File: src/rtl/reg_writeback.sv
// rtl/reg_writeback.sv - register-file write port arbiter with per-register pending-write scoreboard
// Optional statistics outputs are built when REG_WRITEBACK_STATS_EN is defined.
module reg_writeback #(
    parameter int DATA_WIDTH    = 32,
    parameter int ADDRESS_WIDTH = 5,
    parameter int LQ_DEPTH      = 4,
    parameter int CNT_WIDTH     = 2
) (
    input  logic                     clk,
    input  logic                     rst_n,
    input  logic                     issue_valid,
    input  logic [ADDRESS_WIDTH-1:0] issue_rd,
    output logic                     issue_ready,
    input  logic                     alu_valid,
    input  logic [ADDRESS_WIDTH-1:0] alu_rd,
    input  logic [DATA_WIDTH-1:0]    alu_data,
    input  logic                     ld_valid,
    output logic                     ld_ready,
    input  logic [ADDRESS_WIDTH-1:0] ld_rd,
    input  logic [DATA_WIDTH-1:0]    ld_data,
    input  logic [ADDRESS_WIDTH-1:0] query_addr1,
    input  logic [ADDRESS_WIDTH-1:0] query_addr2,
    output logic                     busy1,
    output logic                     busy2,
    output logic                     write_en,
    output logic [ADDRESS_WIDTH-1:0] write_addr,
    output logic [DATA_WIDTH-1:0]    write_data,
    output logic                     err_underflow
`ifdef REG_WRITEBACK_STATS_EN
    ,
    output logic [31:0]              stat_writes,
    output logic [31:0]              stat_ld_stall
`endif
);

    localparam int NREG  = 2 ** ADDRESS_WIDTH;
    localparam int PTR_W = $clog2(LQ_DEPTH);
    localparam logic [CNT_WIDTH-1:0] CNT_MAX = {CNT_WIDTH{1'b1}};

    logic [CNT_WIDTH-1:0]     cnt_q     [NREG];
    logic [CNT_WIDTH-1:0]     cnt_d     [NREG];
    logic [ADDRESS_WIDTH-1:0] lq_rd_q   [LQ_DEPTH];
    logic [ADDRESS_WIDTH-1:0] lq_rd_d   [LQ_DEPTH];
    logic [DATA_WIDTH-1:0]    lq_data_q [LQ_DEPTH];
    logic [DATA_WIDTH-1:0]    lq_data_d [LQ_DEPTH];
    logic [PTR_W:0]           wr_ptr_q, wr_ptr_d, rd_ptr_q, rd_ptr_d;
    logic                     write_en_q, write_en_d;
    logic [ADDRESS_WIDTH-1:0] write_addr_q, write_addr_d;
    logic [DATA_WIDTH-1:0]    write_data_q, write_data_d;
    logic                     err_q, err_d;

    logic                     lq_empty, lq_full, lq_pop, ld_push, issue_fire;
    logic                     sel_valid, sel_we;
    logic [ADDRESS_WIDTH-1:0] sel_rd;
    logic [DATA_WIDTH-1:0]    sel_data;

    // The extra pointer bit separates full (MSBs differ) from empty (pointers equal).
    assign lq_empty   = (wr_ptr_q == rd_ptr_q);
    assign lq_full    = (wr_ptr_q[PTR_W] != rd_ptr_q[PTR_W]) &&
                        (wr_ptr_q[PTR_W-1:0] == rd_ptr_q[PTR_W-1:0]);
    assign ld_ready   = !lq_full;
    assign ld_push    = ld_valid && !lq_full;
    assign issue_ready = (issue_rd == '0) || (cnt_q[issue_rd] != CNT_MAX);
    assign issue_fire = issue_valid && issue_ready;

    // ALU has strict priority; a load is only popped when the ALU slot is idle.
    assign lq_pop    = !alu_valid && !lq_empty;
    assign sel_valid = alu_valid || !lq_empty;
    assign sel_rd    = alu_valid ? alu_rd   : lq_rd_q[rd_ptr_q[PTR_W-1:0]];
    assign sel_data  = alu_valid ? alu_data : lq_data_q[rd_ptr_q[PTR_W-1:0]];
    assign sel_we    = sel_valid && (sel_rd != '0);

    // Register 0 is never counted, so its busy flags are always low.
    assign busy1         = (cnt_q[query_addr1] != '0);
    assign busy2         = (cnt_q[query_addr2] != '0);
    assign write_en      = write_en_q;
    assign write_addr    = write_addr_q;
    assign write_data    = write_data_q;
    assign err_underflow = err_q;

    // Load queue storage and pointer update.
    always_comb begin
        lq_rd_d   = lq_rd_q;
        lq_data_d = lq_data_q;
        wr_ptr_d  = wr_ptr_q;
        rd_ptr_d  = rd_ptr_q;
        if (ld_push) begin
            lq_rd_d[wr_ptr_q[PTR_W-1:0]]   = ld_rd;
            lq_data_d[wr_ptr_q[PTR_W-1:0]] = ld_data;
            wr_ptr_d = wr_ptr_q + (PTR_W+1)'(1);
        end
        if (lq_pop) begin
            rd_ptr_d = rd_ptr_q + (PTR_W+1)'(1);
        end
    end

    // Write stage: address/data only move when a real write is launched.
    always_comb begin
        write_en_d   = sel_we;
        write_addr_d = write_addr_q;
        write_data_d = write_data_q;
        if (sel_we) begin
            write_addr_d = sel_rd;
            write_data_d = sel_data;
        end
    end

    // Pending counters: retire takes effect on the edge that raises write_en so busy drops with it.
    always_comb begin
        err_d = err_q || (sel_we && (cnt_q[sel_rd] == '0));
        for (int i = 0; i < NREG; i++) begin
            logic inc, dec;
            inc = issue_fire && (issue_rd == ADDRESS_WIDTH'(i)) && (i != 0);
            dec = sel_we && (sel_rd == ADDRESS_WIDTH'(i));
            cnt_d[i] = cnt_q[i];
            if (inc && !dec) begin
                cnt_d[i] = cnt_q[i] + CNT_WIDTH'(1);
            end else if (dec && !inc && (cnt_q[i] != '0)) begin
                cnt_d[i] = cnt_q[i] - CNT_WIDTH'(1);
            end
        end
    end

    // State registers.
    always_ff @(posedge clk or negedge rst_n) begin
        if (!rst_n) begin
            for (int i = 0; i < NREG; i++) cnt_q[i] <= '0;
            for (int i = 0; i < LQ_DEPTH; i++) begin
                lq_rd_q[i]   <= '0;
                lq_data_q[i] <= '0;
            end
            wr_ptr_q     <= '0;
            rd_ptr_q     <= '0;
            write_en_q   <= 1'b0;
            write_addr_q <= '0;
            write_data_q <= '0;
            err_q        <= 1'b0;
        end else begin
            cnt_q        <= cnt_d;
            lq_rd_q      <= lq_rd_d;
            lq_data_q    <= lq_data_d;
            wr_ptr_q     <= wr_ptr_d;
            rd_ptr_q     <= rd_ptr_d;
            write_en_q   <= write_en_d;
            write_addr_q <= write_addr_d;
            write_data_q <= write_data_d;
            err_q        <= err_d;
        end
    end

`ifdef REG_WRITEBACK_STATS_EN
    logic [31:0] stat_writes_q, stat_writes_d, stat_ld_stall_q, stat_ld_stall_d;

    // Free-running event counters; wrap naturally.
    always_comb begin
        stat_writes_d   = stat_writes_q + (write_en_q ? 32'd1 : 32'd0);
        stat_ld_stall_d = stat_ld_stall_q + ((alu_valid && !lq_empty) ? 32'd1 : 32'd0);
    end

    // Statistics registers.
    always_ff @(posedge clk or negedge rst_n) begin
        if (!rst_n) begin
            stat_writes_q   <= '0;
            stat_ld_stall_q <= '0;
        end else begin
            stat_writes_q   <= stat_writes_d;
            stat_ld_stall_q <= stat_ld_stall_d;
        end
    end

    assign stat_writes   = stat_writes_q;
    assign stat_ld_stall = stat_ld_stall_q;
`endif

endmodule

File: config.mk
export PLATFORM = sky130hd
export DESIGN_NAME = reg_writeback
export DESIGN_NICKNAME = d
export VERILOG_FILES = /design/src/rtl/reg_writeback.sv
export SDC_FILE = /design/constraint.sdc
export NUM_CORES = 1
export LEC_CHECK = 0
export CORE_MARGIN = 4
export CORE_UTILIZATION = 35
export CTS_BUF_LIST = sky130_fd_sc_hd__clkbuf_8
export DETAILED_ROUTE_END_ITERATION = 12
export SYNTH_ARGS = -nofsm -noshare
export SYNTH_HDL_FRONTEND = slang
export SYNTH_SLANG_ARGS = --single-unit
File: constraint.sdc
create_clock -name clk -period 4 [get_ports clk]
set_input_delay 0.4 -clock clk [delete_from_list [all_inputs] [get_ports clk]]
set_output_delay 0.4 -clock clk [all_outputs]
set_load 0.02 [all_outputs]
## Word level (Yosys, flattened, before mapping)

Cells that the tools add are included.

- $add $sub $neg: 65
- Magnitude comparators: 7
- Equal/unequal tests: 66
- Multiplexer cells: 88
- Bitwise logic cells: 6
- Reduce and logical (&&, ||, !) cells: 301

Operators with widths:

| cell | number |
|---|---|
| 1-bit logical AND | 164 |
| 5-bit == test (second input constant) | 32 |
| 2-bit two-way mux | 70 |
| 2-bit nonzero test | 65 |
| 128-bit bitwise mux | 1 |
| 32-bit two-way mux | 4 |
| 5-bit by 4-bit == test with 1-bit output (second input constant) | 16 |
| 1-bit zero test | 65 |
| 32-bit binary-select mux with 2-bit select | 1 |
| 32-bit demux with 2-bit select | 1 |
| 2-bit by 1-bit subtractor with 2-bit output (second input constant) | 32 |
| 2-bit by 1-bit adder with 2-bit output (second input constant) | 31 |
| 2-bit binary-select mux with 5-bit select | 4 |
| 5-bit by 3-bit == test with 1-bit output (second input constant) | 8 |
| 6-bit greater-or-equal comparator (second input constant) | 4 |
| 5-bit NOT with 6-bit output | 4 |
| 20-bit bitwise mux | 1 |
| 5-bit by 2-bit == test with 1-bit output (second input constant) | 4 |
| 5-bit two-way mux | 4 |
| 5-bit binary-select mux with 2-bit select | 1 |
| 5-bit demux with 2-bit select | 1 |
| 5-bit by 1-bit == test with 1-bit output (second input constant) | 2 |
| 5-bit zero test | 2 |
| 3-bit by 1-bit adder with 3-bit output (second input constant) | 2 |
| other kinds (10) | 14 |

- Bits in registers: 257
- Input port bits: 94
- Output and inout bits: 43
- Word-level logic and storage cells: 579

## Depth between registers and ports, before layout

Gate-level depths: netlist (run 1).

- Depth after elaboration: 13
- Mapped depth: 10
- Depth with buffers taken out: 7

## Worst setup path before layout (run 1)

OpenSTA, ideal clock, no wires.

- Kind: input port to output port
- Start: input query_addr2[1]
- End: output busy2
- Arrival: 2.018 ns
- Data required time: 3.600 ns
- Path slack: 1.582 ns
- Stages: 5
- Buffers on the path: 2
- Cells stage by stage: clkbuf_1 > buf_1 > o21ai_0 > mux4_2 > mux4_2

- Cells in the longest elaborated chain, start to end: 5

Ends and longest elaborated chain:

| element | line | text |
|---|---|---|
| start: declaration | 22 | `input logic [ADDRESS_WIDTH-1:0] query_addr2,` |
| 5-bit NOT with 6-bit output (not written as such) | 75 | `assign busy2 = (cnt_q[query_addr2] != '0);` |
| 2-bit binary-select mux with 5-bit select | 75 |  |
| 2-bit two-way mux (not written as such) (2 in a row) | 75 |  |
| 2-bit nonzero test | 75 |  |
| end: declaration | 24 | `output logic busy2,` |

Every way passes these cells. The select of a mux whose other input is x is not followed.

## Worst setup path after layout (run 1)

- Start: input issue_rd[1]
- End: output issue_ready

- Cells in the longest elaborated chain, start to end: 6
- Elaborated cells between the ends (all ways): 7
- Classes of those cells: eq/ne (1); mux (3); bitwise (1); reduce/logical (2)

Ends and longest elaborated chain:

| element | line | text |
|---|---|---|
| start: declaration | 12 | `input logic [ADDRESS_WIDTH-1:0] issue_rd,` |
| 5-bit NOT with 6-bit output (not written as such) | 63 | `assign issue_ready = (issue_rd == '0) \|\| (cnt_q[issue_rd] != CNT_MAX);` |
| 2-bit binary-select mux with 5-bit select | 63 |  |
| 2-bit two-way mux (not written as such) (2 in a row) | 63 |  |
| 2-bit inequality test | 63 |  |
| 1-bit logical OR * | 63 |  |
| end: declaration | 13 | `output logic issue_ready,` |

Mark *: on every way between the ends. The rest lies on a longest branch, timed or not. The select of a mux whose other input is x is not followed.

==> results by group, run 1 <==
Outcome
  – Status: finished clean

Synthesis
  – Ys async rst share: 100.0%
  – Synth Register Bits: 257
  – Synth Instances: 1211
  – Mapped Avg Cell Area: 11.29 µm²
  – Syn Nets: 1310
  – Synth warn: 0
  – Number of synthesized flops with an enable pin: 0
  – Leading register cell type out of synthesis: dfrtp_1
  – Distinct cells, synth: 74
  – Seq/Total Area, Yosys: 47.04%
  – Mapped cell area: 13670 µm²

Place
  – DP HPWL: 26020 µm
  – GPL Wtd Cong: 0.9348
  – Quantity of I/O buffers inserted on ports: 136

Finish
  – Layout cells sized above 1: 23.55%
  – Nets: 1448
  – Area grow syn2layout: 20.48%
  – Finished Core Util: 42.63%

Die
  – Die span in y: 205.7 µm
  – I/O Pins: 137
  – Initial core utilization: 35.38%
  – Core area: 38650 µm²
  – Width of the die: 205.7 µm
  – Die area: 42290 µm²
  – Row cnt: 72

STA
  – Relative slew margins: 35.25%
  – Final Slew Violations: 0
  – Fin crit share: 86.13%
  – Final worst path period need: 3445 ps
  – Worst-Margin Slew: 971.2 ps
  – Final Skew: 40.08 ps
  – Hold Vio Cnt, Final: 0
  – Setup TNS: 0 ps
  – RSZ-0062 raised after global routing: no
  – Final setup violation count: 0
  – F_max: 290.3 MHz

Power
  – Gate power share: 43.7%
  – Sw Pwr: 4760 µW
  – Cell Pwr Density: 765.4 nW/µm²
  – Sw Share: 37.75%
  – Peak VDD IR: 0.3875 mV
  – Leakage: 0.006861 µW
  – Internal: 7849 µW
  – Clk pwr share: 18.8%
  – Power share of the sequential group: 37.5%

Drt
  – Violation count after the first detailed-route iteration: 727
  – Vias per inst: 5.513
  – Top routing layer in use: met5
  – Post-detailed-route DRC marker count: 0
  – DRT met1 WL: 16240 µm
  – Post-route antenna net violation count: 0
  – Drt wl/cell: 19.93 µm
  – DRT Wirelength: 37870 µm
  – Total iterations of the first detailed-routing run: 5
  – Met2 Wirelength: 17450 µm
  – Vias after detailed routing: 10475
  – WL met3: 3202 µm

Global routing
  – First-pass GRT wire length: 60470 µm
  – Vias in the first global route: 10643
  – GRT overflow: 0
  – Pin count of the biggest net entering global routing: 122
  – Antenna violations before repair: 8
  – GRT Overall Usage: 18.06%

Hold path
  – Path category of the worst min-delay check: input pin to flop

Clock network
  – Reg clk slew, reported paths: 70 ps
  – Worst-skew pair later-pin latency: 580 ps
  – H-tree Lvls: 2
  – Root buf cell: clkbuf_8
  – Clock Tree Buf Depth: 3
  – CTS Buf Count: 45
  – Sink Count: 257
  – CTS tree: done
  – # resized after CTS: 0

Worst setup path
  – Crit-path slowest cell: clkdlybuf4s50_1
  – CP bufs+invs: 4
  – Crit path max-delay family: buffers and inverters
  – Crit-path cells: clkdlybuf4s50_1 -> buf_4 -> mux4_2 -> mux2i_1 -> inv_1 -> mux4_2 -> clkdlybuf4s50_1
  – Worst path max stage delay: 560 ps
  – CP Launch Type: input pin
  – Worst setup path class: input pin to primary output
  – Max FO, Critical Path: 35
  – WP data required: 3600 ps
  – WP data arrival: 3050 ps
  – Crit. End Element: primary output

Job
  – Max-Cap Viols: 0
[cell usage after synthesis (8+ instances only)]
master / instances / area share [%]
nand3_1: 18 / 0.66
nand2b_1: 14 / 0.64
and3_1: 11 / 0.50
o211ai_1: 8 / 0.44
and3b_1: 11 / 0.70
nand4_1: 15 / 0.69
nand2_1: 112 / 3.1
buf_2: 27 / 0.99
a211oi_1: 46 / 2.5
dfrtp_1: 257 / 47
mux2_2: 153 / 13
a311oi_1: 9 / 0.58
nor2b_1: 12 / 0.55
mux2i_1: 8 / 0.59
inv_1: 24 / 0.66
nor2_1: 113 / 3.1
a31oi_1: 44 / 2.0
o21ai_0: 56 / 2.0
clkbuf_1: 29 / 0.80
a21oi_1: 34 / 1.2
o21a_1: 29 / 1.6
mux4_2: 51 / 8.4
nor3_1: 17 / 0.62
[state kept, by name (all words and copies together), names as in the netlist]
signal and cells:
write_data 32, cnt_q 64, lq_rd_q 20, lq_data_q 128, wr_ptr_q 3, write_en 1
rd_ptr_q 3, write_addr 5, err_underflow 1
[power by group through the flow]
stage / Sequential, µW / Clock (µW) / Combinational (µW)
2_1_floorplan: 4650 / 0 / 3830
3_3_place_gp: 4710 / 0 / 5420
3_5_place_dp: 4750 / 0 / 5540
4_1_cts: 4720 / 2460 / 5560
5_1_grt: 4890 / 2590 / 5980
6_report: 4730 / 2370 / 5510
[cell families (layout without fill, tap and decap cells)]
logic type | after synthesis | after routing | share of synthesized area, %
muxes | 214 | 214 | 21.83
other | 0 | 2 | 0
AOI/OAI and AO/OA | 283 | 283 | 14.93
adders and majority gates | 5 | 5 | 0.4575
buffers and inverters | 97 | 266 | 3.267
and+or+nand+nor | 348 | 348 | 12.02
xor gates and xnor gates | 7 | 7 | 0.4484
DFF | 257 | 257 | 47.04
[layer usage]
layer  vias up  GRT usage (%)
met4        12          5.359
met5         -              0
met1      5226          24.09
met3        83          5.500
met2       340          28.48
li1       4814              -
[worst register-to-register path, delay by kind of cell (launching register included)]
| family | cells | cell delay (ps) |
|---|---|---|
| buffers and inverters | 1 | 560 |
| flip-flops | 1 | 560 |
| AO/OA/AOI/OAI | 3 | 1150 |
| AND/OR/NAND/NOR | 2 | 350 |
| multiplexers | 2 | 640 |
[cell usage in the layout, fill, tap and decap left out, types with 4 or more instances in the layout]
cell type	instances
a211oi_1	46
inv_1	43
ha_1	5
o22a_1	6
dfrtp_1	255
nand2_1	108
or2_2	5
mux2_2	153
and3_1	11
o211ai_1	8
clkdlybuf4s50_1	134
a2111oi_2	4
clkbuf_8	54
nand2_2	4
o21ai_0	56
nand3_1	18
o2111a_1	6
o211a_1	6
nor2_1	113
a311oi_1	9
xor2_1	4
a31oi_1	44
o311a_1	4
a21oi_1	34
nand2b_1	14
o21a_1	29
nor3_1	17
and3b_1	11
mux4_2	51
mux2i_1	8
nand4_1	15
nor2b_1	12
buf_4	24
[final timing paths]
check                           cells past startpoint                    start  slack (ps)                         to
worst min-delay path                                3              alu_data[1]         380  write_data[1]$_DFFE_PN0P_
min in group asynchronous                           2                    rst_n         510       cnt_q[0]$_DFFE_PN0P_
worst max register to register                      8  rd_ptr_q[1]$_DFFE_PN0P_         590      cnt_q[52]$_DFFE_PN0P_
worst max-delay path                                7              issue_rd[1]         550                issue_ready
max in group asynchronous                           3                    rst_n        2430  lq_data_q[80]$_DFFE_PN0P_
worst min register to register                      0    cnt_q[63]$_DFFE_PN0P_         430      cnt_q[63]$_DFFE_PN0P_
[timing repair]
item / in CTS / in global routing
setup buffers: 0 / 0
hold endpoints to repair: 98 / 0
hold buffers: 1 / 0
[metrics by stage]
step	std cells	worst slack (ps)	power, µW	hold WS, ps	cell area, µm²
after floorplan	1211	1582	8481	104.4	13670
after global placement	1819	559.5	10120	418.5	15580
after detailed placement	1819	553.1	10290	422.3	15580
after CTS	1898	543.8	12740	333.5	16470
after global routing	1899	378.4	13470	349.2	16470
final	1900	555.0	12610	377.9	16470
[final cells by class]
class                   instances  area (µm²)
diodes                          2       5.005
clock buffers                  54       743.2
clock inverters                24       136.4
fillers                      3697       22170
inverters                      25       93.84
multi-input cells             857        6822
flip-flops and latches        257        6434
well taps                     518       648.1
repair buffers                163        1592
(Power assumes the default switching activity.)
==> run 2, diff against run 1 <==
--- a/config.mk
+++ b/config.mk
@@ -9,6 +9,7 @@
 export CORE_UTILIZATION = 35
 export CTS_BUF_LIST = sky130_fd_sc_hd__clkbuf_8
 export DETAILED_ROUTE_END_ITERATION = 12
+export SETUP_SLACK_MARGIN = 0.2
 export SYNTH_ARGS = -nofsm -noshare
 export SYNTH_HDL_FRONTEND = slang
 export SYNTH_SLANG_ARGS = --single-unit
==> results of run 2 <==
Final layout, timing and power as in run 1 (identical DEF).
